[src/rtl/fetch_sequencer.sv]
// Instruction fetch/sequencing stage: owns the PC, reads instruction memory,
// presents decoded fields for one EXEC cycle and follows jump/halt flags.
module fetch_sequencer #(
  parameter int unsigned ADDR_W  = 8,
  parameter int unsigned INSTR_W = 32,
  parameter int unsigned CNT_W   = 16
) (
  input  logic               clk,
  input  logic               rst,
  input  logic               start,
  output logic               imem_req,
  output logic [ADDR_W-1:0]  imem_addr,
  input  logic [INSTR_W-1:0] imem_rdata,
  input  logic               imem_valid,
  input  logic               jump_enable,
  input  logic               finaliza_execucao,
  output logic [7:0]         opcode,
  output logic [7:0]         reg1_sel,
  output logic [7:0]         reg2_sel,
  output logic [7:0]         imm,
  output logic               instr_valid,
  output logic [ADDR_W-1:0]  pc,
  output logic               busy,
  output logic               halted,
  output logic [CNT_W-1:0]   retired_count
);

  typedef enum logic [2:0] {
    S_IDLE  = 3'd0,
    S_FETCH = 3'd1,
    S_WAIT  = 3'd2,
    S_EXEC  = 3'd3,
    S_HALT  = 3'd4
  } state_e;

  state_e              state_q;
  logic [ADDR_W-1:0]   pc_q;
  logic [INSTR_W-1:0]  instr_q;
  logic                req_q;
  logic                valid_q;
  logic                busy_q;
  logic                halted_q;
  logic [CNT_W-1:0]    retired_q;

  logic [ADDR_W-1:0]   pc_d;
  logic [CNT_W-1:0]    retired_d;

  // Post-EXEC PC (jump target or sequential, wrapping) and saturating retire count
  always_comb begin
    pc_d      = pc_q + ADDR_W'(1);
    retired_d = retired_q;
    if (jump_enable) begin
      pc_d = ADDR_W'(instr_q[7:0]);
    end
    if (retired_q != {CNT_W{1'b1}}) begin
      retired_d = retired_q + CNT_W'(1);
    end
  end

  always_ff @(posedge clk) begin
    if (rst) begin
      state_q   <= S_IDLE;
      pc_q      <= '0;
      instr_q   <= '0;
      req_q     <= 1'b0;
      valid_q   <= 1'b0;
      busy_q    <= 1'b0;
      halted_q  <= 1'b0;
      retired_q <= '0;
    end else begin
      case (state_q)
        S_IDLE, S_HALT: begin
          if (start) begin
            state_q   <= S_FETCH;
            pc_q      <= '0;
            retired_q <= '0;
            req_q     <= 1'b1;
            busy_q    <= 1'b1;
            halted_q  <= 1'b0;
          end
        end
        S_FETCH: begin
          state_q <= S_WAIT;
          req_q   <= 1'b0;
        end
        S_WAIT: begin
          if (imem_valid) begin
            instr_q <= imem_rdata;
            valid_q <= 1'b1;
            state_q <= S_EXEC;
          end
        end
        S_EXEC: begin
          // Halt outranks jump; every executed word (including unknown opcodes) retires
          valid_q   <= 1'b0;
          retired_q <= retired_d;
          if (finaliza_execucao) begin
            state_q  <= S_HALT;
            busy_q   <= 1'b0;
            halted_q <= 1'b1;
          end else begin
            state_q <= S_FETCH;
            pc_q    <= pc_d;
            req_q   <= 1'b1;
          end
        end
        default: begin
          state_q  <= S_IDLE;
          req_q    <= 1'b0;
          valid_q  <= 1'b0;
          busy_q   <= 1'b0;
          halted_q <= 1'b0;
        end
      endcase
    end
  end

  assign imem_req      = req_q;
  assign imem_addr     = pc_q;
  assign pc            = pc_q;
  assign opcode        = instr_q[31:24];
  assign reg1_sel      = instr_q[23:16];
  assign reg2_sel      = instr_q[15:8];
  assign imm           = instr_q[7:0];
  assign instr_valid   = valid_q;
  assign busy          = busy_q;
  assign halted        = halted_q;
  assign retired_count = retired_q;

endmodule

[config.mk]
export PLATFORM = sky130hd
export DESIGN_NAME = fetch_sequencer
export DESIGN_NICKNAME = d
export VERILOG_FILES = /design/src/rtl/fetch_sequencer.sv
export SDC_FILE = /design/constraint.sdc
export NUM_CORES = 1
export LEC_CHECK = 0
export CORE_MARGIN = 2
export CORE_UTILIZATION = 40
export CTS_CLUSTER_SIZE = 30
export DETAILED_ROUTE_END_ITERATION = 12
export GPL_ROUTABILITY_DRIVEN = 0
export PLACE_DENSITY = 0.79
export SLEW_MARGIN = 10
export SYNTH_ARGS = -nofsm -noshare
export SYNTH_HDL_FRONTEND = slang
export SYNTH_SLANG_ARGS = --single-unit
[constraint.sdc]
create_clock -name clk -period 3.15 [get_ports clk]
set_input_delay 0.63 -clock clk [delete_from_list [all_inputs] [get_ports clk]]
set_output_delay 0.63 -clock clk [all_outputs]
set_load 0.05 [all_outputs]
==> results.yml <==
route:
  drtAntennaViolNets: 0
  drc: 0
  post_drt_wl_per_cell_um: 14.2
  drt_first_pass_iters: 4
  drt_first_iter_violations: 192
  postRouteWirelength_mm: 7.89
  dr_total_vias: 2969
  detail_route.vias_per_cell: 5.36
clock_network:
  cts_buffer_depth: 2
  tritoncts.num_buffers: 9
  cts_resized: 0
  clock_tree.htree_level_count: 3
  postCtsSetupRepairBufs: 0
  post_cts_hold_buffer_count: 0
  clock-root-buffer: "clkbuf_8"
  tritoncts_num_sinks: 63
  tritoncts_clock_tree: "yes"
  cts.clk_slew.worst_paths_ns: 0.07
  clkLatencyLatePin_ns: 0.34
die:
  row_count: 31
  design.die.area_um2: 8090
  core_box_area_um2: 7210
  die_width_um: 89.9
  die_h_um: 89.9
  floorplan.initialDensity_pct: 40.9
  top_level_ports: 106
logic_synthesis:
  synth-async-reset-ratio_pct: 0
  synthDistinctLibCells: 56
  yosysSeqAreaShare_pct: 42.7
  yosysWarnings: 0
  post_synth_edffs: 0
  yosys_most_used_dff: "dfxtp_1"
  mappedNetlistArea_um2: 2950
  avgSynthCellArea_um2: 8.13
  synth_cells: 363
  syn_nets: 403
  synth-seq-cells: 63
job:
  maxCapViolCount: 0
finish:
  layout.cells.most_common_list: "104 x clkdlybuf4s50_1, 76 x nand2_1, 63 x dfxtp_1"
  nets: 492
  post_route_cells_drive_above_1_share_pct: 7.69
  antenna-diode-count: 0
  area_growth_syn_to_layout_pct: 41.6
  n_fill_cell: 670
  layout_commonest_cell: "clkdlybuf4s50_1"
  stdcell_count: 554
setup_path:
  rr_endpoint: "retired_count[9]"
  crit_path_max_fanout: 10
  crit_path_max_incr_delay_ns: 0.87
  timing.critical_path.arrival_ns: 1.74
  ff2ff_setup_slack_ns: 1.18
  r2r_start: "state_q[1]"
  critical_path.startpoint_type: "flip-flop"
  worstPathCellList: "clkdlybuf4s50_1"
  worst-path-stages: 1
  cp_num_buf_inv: 1
  worst-setup-path-type: "flip-flop to primary output"
  endpoint_kind: "primary output"
  timing.critical_path.max_delay_family: "buffers and inverters"
  r2r_cells: 4
  worst-endpoint-required_ns: 2.52
  worst_path_max_delay_cell: "clkdlybuf4s50_1"
sta:
  setup-violations-final: 0
  whs_ns: 0.458
  slew_violations: 0
  final_min_period_over_clock_period_pct: 75.4
  relative_slew_slack_pct: 55.8
  fmax_ghz: 0.421
  tns_ns: 0
  timing.final.hold_violations: 0
  post-route-min-period_ns: 2.37
  skew_ns: 0.00795
  worst_pin_slew_ns: 0.663
  grt_setup_unrepaired: "no"
pwr:
  highest_ir_drop_seen_on_vdd_uv: 335
  power_density_nw_per_um2: 445
  cellLeakagePower_uw: 0.00142
placement:
  dp_cells: 540
  port-buffer-count: 105
  detailed_place_hpwl_mm: 5.45
global_route:
  grt_max_degree: 62
  grt_usage_pct: 20.0
  grt.overflow.total: 0
  grt_pass1_vias: 2880
  grt_first_pass_wirelength_mm: 13.4
  antenna_found_initial: 0
min_path:
  min_delay_path_depth: 2
  timing.hold.worst_endpoint: "instr_q[29]"
  hold_path_startpoint: "instr_q[29]"
  worst_hold_path_type: "flip-flop to flip-flop"
status:
  outcome: "finished, final reports clean"
-- per-layer routing --
| layer | wire, um | vias to the layer above | global-route usage, % |
|---|---|---|---|
| met2 | 3950 | 119 | 34.2 |
| met3 | 714 | 9 | 9.47 |
| met5 | 0 | - | 0 |
| li1 | - | 1466 | - |
| met1 | 3150 | 1375 | 21.6 |
| met4 | 76 | 0 | 7.31 |
-- worst max-delay path by stage --
stage	from	endpoint	slack (ns)
4_1_cts	retired_count[8]	retired_count[8]	0.77
6_report	retired_count[8]	retired_count[8]	0.78
3_3_place_gp	finaliza_execucao	imem_addr[2]	0.86
3_5_place_dp	start	retired_count[15]	0.84
5_1_grt	imem_addr[0]	pc[0]	0.71
2_1_floorplan	retired_count[0]	retired_count[10]	1.20
-- power by group --
part | internal [uW] | switching [uW] | total, uW
logic | 130 | 206 | 336
clock network | 375 | 298 | 673
registers | 825 | 26.1 | 851
-- kinds of logic (layout without fill, tap and decap cells) --
logic type	after synthesis	in the layout	share of synthesized area [%]
muxes	1	1	0.339
buffers and inverters	38	130	6.31
AOI/OAI and AO/OA	111	111	24.7
adders and majority gates	2	2	0.847
DFF	63	63	42.7
xor gates and xnor gates	2	2	0.593
and+or+nand+nor	146	146	24.5
-- stage by stage --
stage / area [um^2] / total power [uW] / setup WS [ns] / utilization [%]
after floorplan: 2950 / 1080 / 1.20 / -
after global placement: 4000 / 1200 / 0.860 / 55.4
after detailed placement: 4000 / 1200 / 0.845 / 55.4
after CTS: 4180 / 1880 / 0.770 / 58.0
after global routing: 4180 / 1950 / 0.710 / 58.0
final: 4180 / 1860 / 0.776 / 58.0
-- worst reg2reg max path: stages (launching register included) --
cell and delay, ns:
dfxtp_1 0.65, nand3b_4 0.27, nor4_4 0.46, a21oi_2 0.20, a211oi_1 0.28
-- registers in the layout, indices dropped and copies added, names as in the netlist --
signal         cells
busy               1
halted             1
imem_addr          8
imem_req           1
instr_q           32
instr_valid        1
retired_count     16
state_q            3
-- cell usage after synthesis (6+ instances only) --
cell type  number  share of area (%)
a211oi_1        6                1.5
a21oi_1        49                8.3
a31oi_1         9                1.9
buf_4          10                2.5
clkbuf_1       16                2.0
dfxtp_1        63                 43
inv_1           6               0.76
nand2_1        76                9.7
nand3_1         7                1.2
nor2_1         19                2.4
nor3_1          8                1.4
o21ai_0        15                2.5
-- cell type report --
cell class                 count  area [um^2]  share of cell area (%)
multi-input combinational    262         1510                    36.0
sequential                    63         1260                    30.2
timing repair buffer         110         1080                    25.9
clock buffer                  10          138                    3.29
tap                           99          124                    2.96
clock inverter                 4         47.5                    1.14
inverter                       6         22.5                   0.539
(Power assumes the default switching activity.)
